File: src/rtl/commit_controller_if.sv
// Retirement bus: ROB head, store handshake and register-file write port.
// The controller sits on the master side; the ROB, memory unit and register file sit on the slave side.
interface commit_controller_if #(
  parameter int ROB_WIDTH = 4
);
  logic                 readyIn;
  logic                 headValid;
  logic                 headReady;
  logic [1:0]           headKind;
  logic [4:0]           headDest;
  logic [31:0]          headValue;
  logic [ROB_WIDTH-1:0] headRobId;
  logic                 headMispredict;
  logic [31:0]          headTargetPc;
  logic                 storeDone;

  logic                 robPop;
  logic                 regUpdateValid;
  logic [4:0]           regUpdateDest;
  logic [31:0]          regUpdateValue;
  logic [ROB_WIDTH-1:0] regUpdateRobId;
  logic                 storeCommitValid;
  logic [ROB_WIDTH-1:0] storeCommitRobId;
  logic                 clearOut;
  logic                 redirectValid;
  logic [31:0]          redirectPc;
  logic [31:0]          commitCount;

  modport master (
    input  readyIn, headValid, headReady, headKind, headDest, headValue,
           headRobId, headMispredict, headTargetPc, storeDone,
    output robPop, regUpdateValid, regUpdateDest, regUpdateValue, regUpdateRobId,
           storeCommitValid, storeCommitRobId, clearOut, redirectValid,
           redirectPc, commitCount
  );

  modport slave (
    output readyIn, headValid, headReady, headKind, headDest, headValue,
           headRobId, headMispredict, headTargetPc, storeDone,
    input  robPop, regUpdateValid, regUpdateDest, regUpdateValue, regUpdateRobId,
           storeCommitValid, storeCommitRobId, clearOut, redirectValid,
           redirectPc, commitCount
  );
endinterface

File: src/rtl/commit_controller.sv
// In-order retirement: zero-latency Mealy register writes/pops, registered store/flush/redirect/count.
// Backpressure: readyIn low freezes all state and masks pop/write; storeDone is held by the memory unit.
module commit_controller #(
  parameter int ROB_WIDTH = 4
) (
  input  logic               clockIn,
  input  logic               resetIn,
  commit_controller_if.master bus
);

  localparam logic [1:0] KIND_STORE  = 2'b01;
  localparam logic [1:0] KIND_BRANCH = 2'b10;

  typedef enum logic [1:0] {
    RUN        = 2'd0,
    STORE_WAIT = 2'd1,
    FLUSH      = 2'd2
  } state_t;

  state_t               state;
  state_t               state_nxt;

  logic                 store_vld;
  logic [ROB_WIDTH-1:0] store_id;
  logic                 clear;
  logic                 redirect_vld;
  logic [31:0]          redirect_pc;
  logic [31:0]          commit_count;

  logic                 store_vld_nxt;
  logic [ROB_WIDTH-1:0] store_id_nxt;
  logic                 clear_nxt;
  logic                 redirect_vld_nxt;
  logic [31:0]          redirect_pc_nxt;
  logic [31:0]          commit_count_nxt;

  logic                 pop_raw;
  logic                 write_raw;
  logic                 enable;
  logic                 head_go;

  assign head_go = bus.headValid && bus.headReady;
  // Combinational handshakes must never fire while stalled or held in reset.
  assign enable  = bus.readyIn && !resetIn;

  always_ff @(posedge clockIn) begin
    if (resetIn) begin
      state        <= RUN;
      store_vld    <= 1'b0;
      store_id     <= '0;
      clear        <= 1'b0;
      redirect_vld <= 1'b0;
      redirect_pc  <= '0;
      commit_count <= '0;
    end else if (bus.readyIn) begin
      state        <= state_nxt;
      store_vld    <= store_vld_nxt;
      store_id     <= store_id_nxt;
      clear        <= clear_nxt;
      redirect_vld <= redirect_vld_nxt;
      redirect_pc  <= redirect_pc_nxt;
      commit_count <= commit_count_nxt;
    end
  end

  always_comb begin
    state_nxt        = state;
    store_vld_nxt    = store_vld;
    store_id_nxt     = store_id;
    clear_nxt        = 1'b0;
    redirect_vld_nxt = 1'b0;
    redirect_pc_nxt  = redirect_pc;
    commit_count_nxt = commit_count;
    pop_raw          = 1'b0;
    write_raw        = 1'b0;

    case (state)
      RUN: begin
        if (head_go) begin
          case (bus.headKind)
            KIND_STORE: begin
              state_nxt     = STORE_WAIT;
              store_vld_nxt = 1'b1;
              store_id_nxt  = bus.headRobId;
            end
            KIND_BRANCH: begin
              pop_raw          = 1'b1;
              commit_count_nxt = commit_count + 32'd1;
              if (bus.headMispredict) begin
                state_nxt        = FLUSH;
                clear_nxt        = 1'b1;
                redirect_vld_nxt = 1'b1;
                redirect_pc_nxt  = bus.headTargetPc;
              end
            end
            default: begin
              // Reserved kind 11 retires like a plain register write.
              pop_raw          = 1'b1;
              write_raw        = (bus.headDest != 5'd0);
              commit_count_nxt = commit_count + 32'd1;
            end
          endcase
        end
      end
      STORE_WAIT: begin
        if (bus.storeDone) begin
          pop_raw          = 1'b1;
          commit_count_nxt = commit_count + 32'd1;
          store_vld_nxt    = 1'b0;
          state_nxt        = RUN;
        end
      end
      FLUSH: begin
        state_nxt = RUN;
      end
      default: begin
        state_nxt = RUN;
      end
    endcase
  end

  assign bus.robPop           = pop_raw && enable;
  assign bus.regUpdateValid   = write_raw && enable;
  assign bus.regUpdateDest    = bus.regUpdateValid ? bus.headDest  : 5'd0;
  assign bus.regUpdateValue   = bus.regUpdateValid ? bus.headValue : 32'd0;
  assign bus.regUpdateRobId   = bus.regUpdateValid ? bus.headRobId : '0;

  assign bus.storeCommitValid = store_vld;
  assign bus.storeCommitRobId = store_id;
  assign bus.clearOut         = clear;
  assign bus.redirectValid    = redirect_vld;
  assign bus.redirectPc       = redirect_pc;
  assign bus.commitCount      = commit_count;

endmodule
File: src/flat_wrapper.sv
// flat-port wrapper written by rule: the top's interface ports become plain ports
module commit_controller_flat 
#(
  parameter int ROB_WIDTH = 4
)
  (clockIn, resetIn, bus_readyIn, bus_headValid, bus_headReady, bus_headKind, bus_headDest, bus_headValue, bus_headRobId, bus_headMispredict, bus_headTargetPc, bus_storeDone, bus_robPop, bus_regUpdateValid, bus_regUpdateDest, bus_regUpdateValue, bus_regUpdateRobId, bus_storeCommitValid, bus_storeCommitRobId, bus_clearOut, bus_redirectValid, bus_redirectPc, bus_commitCount);
  commit_controller_if #(.ROB_WIDTH(ROB_WIDTH)) bus_i ();
  input  logic clockIn;
  input  logic resetIn;
  input wire logic [$bits(bus_i.readyIn)-1:0] bus_readyIn;
  input wire logic [$bits(bus_i.headValid)-1:0] bus_headValid;
  input wire logic [$bits(bus_i.headReady)-1:0] bus_headReady;
  input wire logic [$bits(bus_i.headKind)-1:0] bus_headKind;
  input wire logic [$bits(bus_i.headDest)-1:0] bus_headDest;
  input wire logic [$bits(bus_i.headValue)-1:0] bus_headValue;
  input wire logic [$bits(bus_i.headRobId)-1:0] bus_headRobId;
  input wire logic [$bits(bus_i.headMispredict)-1:0] bus_headMispredict;
  input wire logic [$bits(bus_i.headTargetPc)-1:0] bus_headTargetPc;
  input wire logic [$bits(bus_i.storeDone)-1:0] bus_storeDone;
  output wire logic [$bits(bus_i.robPop)-1:0] bus_robPop;
  output wire logic [$bits(bus_i.regUpdateValid)-1:0] bus_regUpdateValid;
  output wire logic [$bits(bus_i.regUpdateDest)-1:0] bus_regUpdateDest;
  output wire logic [$bits(bus_i.regUpdateValue)-1:0] bus_regUpdateValue;
  output wire logic [$bits(bus_i.regUpdateRobId)-1:0] bus_regUpdateRobId;
  output wire logic [$bits(bus_i.storeCommitValid)-1:0] bus_storeCommitValid;
  output wire logic [$bits(bus_i.storeCommitRobId)-1:0] bus_storeCommitRobId;
  output wire logic [$bits(bus_i.clearOut)-1:0] bus_clearOut;
  output wire logic [$bits(bus_i.redirectValid)-1:0] bus_redirectValid;
  output wire logic [$bits(bus_i.redirectPc)-1:0] bus_redirectPc;
  output wire logic [$bits(bus_i.commitCount)-1:0] bus_commitCount;
  assign bus_i.readyIn = bus_readyIn;
  assign bus_i.headValid = bus_headValid;
  assign bus_i.headReady = bus_headReady;
  assign bus_i.headKind = bus_headKind;
  assign bus_i.headDest = bus_headDest;
  assign bus_i.headValue = bus_headValue;
  assign bus_i.headRobId = bus_headRobId;
  assign bus_i.headMispredict = bus_headMispredict;
  assign bus_i.headTargetPc = bus_headTargetPc;
  assign bus_i.storeDone = bus_storeDone;
  assign bus_robPop = bus_i.robPop;
  assign bus_regUpdateValid = bus_i.regUpdateValid;
  assign bus_regUpdateDest = bus_i.regUpdateDest;
  assign bus_regUpdateValue = bus_i.regUpdateValue;
  assign bus_regUpdateRobId = bus_i.regUpdateRobId;
  assign bus_storeCommitValid = bus_i.storeCommitValid;
  assign bus_storeCommitRobId = bus_i.storeCommitRobId;
  assign bus_clearOut = bus_i.clearOut;
  assign bus_redirectValid = bus_i.redirectValid;
  assign bus_redirectPc = bus_i.redirectPc;
  assign bus_commitCount = bus_i.commitCount;
  commit_controller #(.ROB_WIDTH(ROB_WIDTH)) u_core (.clockIn(clockIn), .resetIn(resetIn), .bus(bus_i));
endmodule
File: config.mk
export PLATFORM = sky130hd
export DESIGN_NAME = commit_controller_flat
export DESIGN_NICKNAME = d
export VERILOG_FILES = /design/src/rtl/commit_controller_if.sv /design/src/rtl/commit_controller.sv /design/src/flat_wrapper.sv
export SDC_FILE = /design/constraint.sdc
export NUM_CORES = 1
export LEC_CHECK = 0
export ABC_CLOCK_PERIOD_IN_PS = 2800
export CAP_MARGIN = 20
export CORE_MARGIN = 2
export CORE_UTILIZATION = 30
export CTS_CLUSTER_SIZE = 28
export DETAILED_ROUTE_END_ITERATION = 7
export GPL_ROUTABILITY_DRIVEN = 0
export MAX_ROUTING_LAYER = met4
export PLACE_DENSITY = 0.66
export SYNTH_ARGS = -nofsm -noshare
export SYNTH_HDL_FRONTEND = slang
export SYNTH_SLANG_ARGS = --single-unit
File: constraint.sdc
create_clock -name clockIn -period 2.8 [get_ports clockIn]
set_clock_uncertainty 0.2 [all_clocks]
set_input_delay 0.56 -clock clockIn [delete_from_list [all_inputs] [get_ports clockIn]]
set_output_delay 0.56 -clock clockIn [all_outputs]
set_load 0.1 [all_outputs]
==> results.cfg, run 1 <==
[cts]
cts_tree = built
clk_path_buf_depth = 2
h-tree-depth = 3
cts_root_buffer = clkbuf_8
numClockSinks = 72
path_clk_slew_ps = 70
numCtsBuffers = 9
cts-hold-fix-buffers = 0
clk_latency_ps = 360

[drt]
drt_iter0_drc = 120
ant_nets = 0
vias_per_cell = 4.72
first_pass_iters = 4
drt-total-wl_um = 12000
drc = 0
dr_total_vias = 3692
wl_per_cell_um = 15.3

[power_and_ir_drop]
power_mw = 2.17
p_sw_mw = 0.577
ir_drop_v = 0.000283
powerDensity_nw_per_um2 = 347
p_leak_nw = 2.47
p_clk_frac = 0.361
internal_power_mw = 1.60
power_frac_comb = 0.164
seqPwrFrac = 0.475
netSwitchingFraction = 0.265

[finish]
nets = 722
seq_area_sq_um = 1460
fill_cells = 972
utilization = 0.578
diodes = 0
area_growth_pct = 88.0
multi_input_area_sq_um = 1890
stdcell_area_sq_um = 6270
drive_above_1_share = 0.360

[floorplanning]
dieWidth_um = 109
start_util = 0.307
dieArea_sq_um = 12000
core_area_sq_um = 10800
chipHeight_um = 109
row_count = 38
ios = 196

[timing]
finalCriticalPeriod_ps = 2770
slew_viol_final = 0
worst_pin_slew_ps = 783
fin_setup_tns_ps = 0
hold_ws_ps = 255
max-slew-margin-rel = 0.478
period_share = 0.991
setup_viol_count_final = 0
hold_violations = 0
max_freq_mhz = 360
grt_setup_unrepaired = yes

[worst_setup_path]
worst_path_most_repeated_cell = buf_12
required_ps = 2040
crit_fanout = 7
crit_family = simple AND/OR/NAND/NOR gates
crit_path_end_kind = output port
crit_type = in2out
startpoint_type = primary input
worst-path-buf-inv = 4
crit_path_top_delay_cell = or4_4
path_cells = buf_2 > or4_4 > o21a_4 > buf_12 > buf_16 > and2_4 > buf_12
critPathArrivalTime_ps = 2010
slowest_delay_ps = 530

[synth]
synthTopCellsByCount = 74 x nand2_1, 72 x dfxtp_1, 45 x a21oi_1
synth_ff_type = dfxtp_1
synth_area_leaders = dfxtp_1 43%, nand2_1 8.3%, and2_1 7.9%
synth.distinct_cells = 37
yosysWarningCount = 0
synth.most_common_cell = nand2_1
syn_inst = 420
syn_nets = 505
ys_seq_elements = 72
synth_edf_count = 0
yosysTopAreaCell = dfxtp_1
seq_area_frac_synth = 0.432
avgSynthCellArea_sq_um = 7.94
syn_area_sq_um = 3330
yosysTopAreaCellShare = 0.432
synthArstFlopShare = 0

[worst_hold_path]
hold_path_class = reg2reg

[outcome]
status = finished clean

[global_route]
grt.overflow.total = 0
grt_use_total = 0.209
antenna_found_initial = 0
grt_pass1_wl_um = 18600
grt_max_degree = 73
grt_pass1_vias = 3629

[placement]
placed_cell_area_sq_um = 5900
hpwl_um = 8940
portBuffers = 195

[flow_run]
drv_cap = 0
cell usage in the layout, fill, tap and decap left out, types with 2 or more instances in the layout:
| cell type | count |
|---|---|
| and4_1 | 2 |
| inv_1 | 6 |
| nand2b_1 | 2 |
| o21ai_0 | 10 |
| nand3_1 | 8 |
| clkdlybuf4s50_1 | 71 |
| or4_1 | 6 |
| a21oi_1 | 45 |
| buf_2 | 6 |
| nor4_1 | 12 |
| nand2_1 | 73 |
| and2_4 | 37 |
| xnor2_1 | 19 |
| or3_1 | 10 |
| clkbuf_1 | 2 |
| dfxtp_1 | 62 |
| and2_1 | 6 |
| buf_12 | 45 |
| ha_1 | 2 |
| buf_4 | 101 |
| nor2_1 | 38 |
| mux2i_1 | 5 |
| dfxtp_2 | 9 |
| nor2_2 | 2 |
| xor2_1 | 3 |
| clkdlybuf4s15_1 | 2 |
| clkbuf_8 | 12 |
| buf_16 | 3 |
| nor3_1 | 6 |
| o31ai_1 | 4 |
| nand4_1 | 7 |
| and3_1 | 2 |
| o211ai_1 | 3 |
power by group through the flow:
| stage | clock network, mW | logic (mW) | registers [mW] |
|---|---|---|---|
| after CTS | 0.815 | 0.356 | 1.03 |
| after detailed placement | 0 | 0.340 | 1.06 |
| after global placement | 0 | 0.339 | 1.06 |
| after global routing | 0.856 | 0.373 | 1.03 |
| after floorplan | 0 | 0.114 | 1.10 |
| final | 0.785 | 0.356 | 1.03 |
final cells by class:
| type | instances | share of cell area |
|---|---|---|
| timing repair buffer | 231 | 0.404 |
| inverter | 7 | 0.00419 |
| sequential | 72 | 0.232 |
| clock inverter | 2 | 0.00200 |
| clock buffer | 14 | 0.0276 |
| tap | 140 | 0.0280 |
| multi-input combinational | 316 | 0.302 |
path summary, 6_finish.rpt:
kind                            cells after the start                          to                 startpoint  slack (ps)
worst max register to register                      8  u_core.bus.commitCount[28]            u_core.state[0]         440
worst max-delay path                                7      bus_regUpdateValue[17]            bus_headDest[2]          30
worst min-delay path                                2   u_core.bus.redirectPc[11]  u_core.bus.redirectPc[11]         260
worst min register to register                      2   u_core.bus.redirectPc[11]  u_core.bus.redirectPc[11]         260
metrics by stage:
step                worst slack, ps  std cells
floorplan                     -36.6        420
global placement               -307        754
global route                  -27.2        782
CTS                         -0.0850        782
finish                         25.5        782
detailed placement             -343        754
tightest hold or removal path, cell delays in order, from the launching register on:
cell and delay (ps):
dfxtp_1 310, nand2_1 50, a21oi_1 50
timing repair:
action                                  in CTS  in global routing
hold endpoints to repair                     0                  0
endpoints found under the setup margin      43                 27
setup buffers                                9                  0
gates resized for setup                     49                  2
pin swaps                                   18                  6
cloned                                       3                  0
state kept, by name, summed over array words and instances (netlist names):
name                         cells
u_core.bus.redirectPc           32
u_core.bus.commitCount          32
u_core.bus.clearOut              1
u_core.bus.storeCommitValid      1
u_core.state                     2
u_core.bus.storeCommitRobId      4
kinds of logic (layout without fill, tap and decap cells):
family,count (synthesis),in the layout,share of synthesized area
compound gates,65,65,0.106
xor+xnor,22,22,0.0578
fa+ha+maj,3,3,0.0113
buf+inv,32,254,0.0398
flops,72,72,0.432
mux,5,5,0.0150
simple gates,221,221,0.338
per-layer routing:
metal  wire length [um]  up-vias  track usage
met4                311        0       0.0769
met2               6000       86        0.347
li1                   -     1855            -
met1               5140     1729        0.247
met3                541       22       0.0474
met5                  0        -            -
No activity file was read; power rests on OpenSTA's default activity.
==> run 2: changes to the inputs <==
Settings changed: REMOVE_ABC_BUFFERS set to 1.
==> results.cfg, run 2 (synthesis results as in run 1) <==
[finish]
stdcell_count = 778
diodes = 0
area_growth_pct = 88.7
utilization = 0.580
layout_common_cells = 95 x buf_4, 73 x nand2_1, 71 x clkdlybuf4s50_1, 71 x dfxtp_1
drive_above_1_share = 0.343
nets = 718
final_common_cell = buf_4

[placement]
hpwl_um = 8520
dp_cells = 753
place_ws_ps = -363
portBuffers = 195

[timing]
finalCriticalPeriod_ps = 2850
period_share = 1.02
grt_setup_unrepaired = yes
layout_setup_ws_ps = -52.4
max_freq_mhz = 351
fin_setup_tns_ps = -339
setup_viol_count_final = 9
slew_viol_final = 0
max-slew-margin-rel = 0.501
hold_violations = 0
worst_pin_slew_ps = 748

[power_and_ir_drop]
p_leak_nw = 2.47
ir_drop_v = 0.000215
powerDensity_nw_per_um2 = 365

[cts]
clk_path_buf_depth = 2
cts-hold-fix-buffers = 0
numCtsBuffers = 9
cts_tree = built
path_clk_slew_ps = 80
cts_root_buffer = clkbuf_8
clk_latency_ps = 340
h-tree-depth = 3
numClockSinks = 72

[drt]
wl_per_cell_um = 14.8
first_pass_iters = 4
drt_iter0_drc = 170
vias_per_cell = 4.69
ant_nets = 0
drc = 0
dr_total_vias = 3645
drt-total-wl_um = 11500

[global_route]
grt_pass1_vias = 3495
grt_max_degree = 73
grt_pass1_wl_um = 17600
grt_use_total = 0.194
grt.overflow.total = 0
antenna_found_initial = 0

[flow_run]
drv_cap = 0

[floorplanning]
ios = 196
dieArea_sq_um = 12000
dieWidth_um = 109
row_count = 38
chipHeight_um = 109
core_area_sq_um = 10800
start_util = 0.307

[worst_setup_path]
crit_fanout = 4
r2r_start = u_core.bus.commitCount[4]
required_ps = 2040
worstSetupStartpoint = bus_headDest[0]
crit_path_end_kind = output port
crit_type = in2out
critPathArrivalTime_ps = 2090
startpoint_type = primary input

[outcome]
status = complete, but fails checks
violations = negative setup slack

[worst_hold_path]
hold_start = u_core.bus.redirectPc[1]
hold_path_class = reg2reg
run 2: cell types whose count changed in the layout (fill, tap and decap cells not counted), moves of 2 or more:
cell	before	now
dfxtp_1	62	71
dfxtp_2	9	0
buf_4	101	95
clkbuf_8	12	9
buf_6	1	3
bufinv_16	0	2
clkinv_4	0	2
run 2: power breakdown:
part / leakage (nW) / switching [mW] / internal, mW
Clock: 0.111 / 0.400 / 0.507
Combinational: 1.78 / 0.180 / 0.175
Sequential: 0.581 / 0.00426 / 1.03
run 2: stage by stage:
step / power [mW] / hold slack [ps] / instance area [sq um]
detailed placement: 1.39 / 250 / 5790
finish: 2.29 / 260 / 6290
global route: 2.38 / 277 / 6290
CTS: 2.32 / 261 / 6210
floorplan: 1.19 / 322 / 3230
global placement: 1.39 / 242 / 5790
run 2: layout make-up:
type,count,area (sq um)
clock buffers,10,128
multi-input cells,316,1890
flip-flops and latches,72,1450
clock inverters,6,91.3
inverters,7,26.3
well taps,140,175
repair buffers,227,2530
fillers,960,4550
run 2: routing by layer:
layer | global-route usage | up-vias | wire (um)
met5 | - | - | 0
met4 | 0.0425 | 0 | 111
met3 | 0.0492 | 10 | 862
met2 | 0.327 | 113 | 5630
met1 | 0.235 | 1672 | 4880
li1 | - | 1850 | -
run 2: path summary, 6_finish.rpt:
path / endpoint / slack [ps] / depth (start not counted)
max: bus_regUpdateRobId[1] / -50 / 8
min: u_core.bus.redirectPc[1] / 260 / 2
max reg2reg: u_core.bus.commitCount[28] / 480 / 5
min reg2reg: u_core.bus.redirectPc[1] / 260 / 2
run 2: repair_timing:
action / CTS / global route
setup buffers: 5 / 1
pin swaps: 11 / 2
setup endpoints to repair: 43 / 38
cloned: 3 / 1
resized for setup: 59 / 23
run 2: critical path: stages:
cell    delay, ps
buf_6          90
or4_4         530
o21a_4        230
buf_6         120
buf_12        120
buf_16        120
and2_4        150
buf_12        160
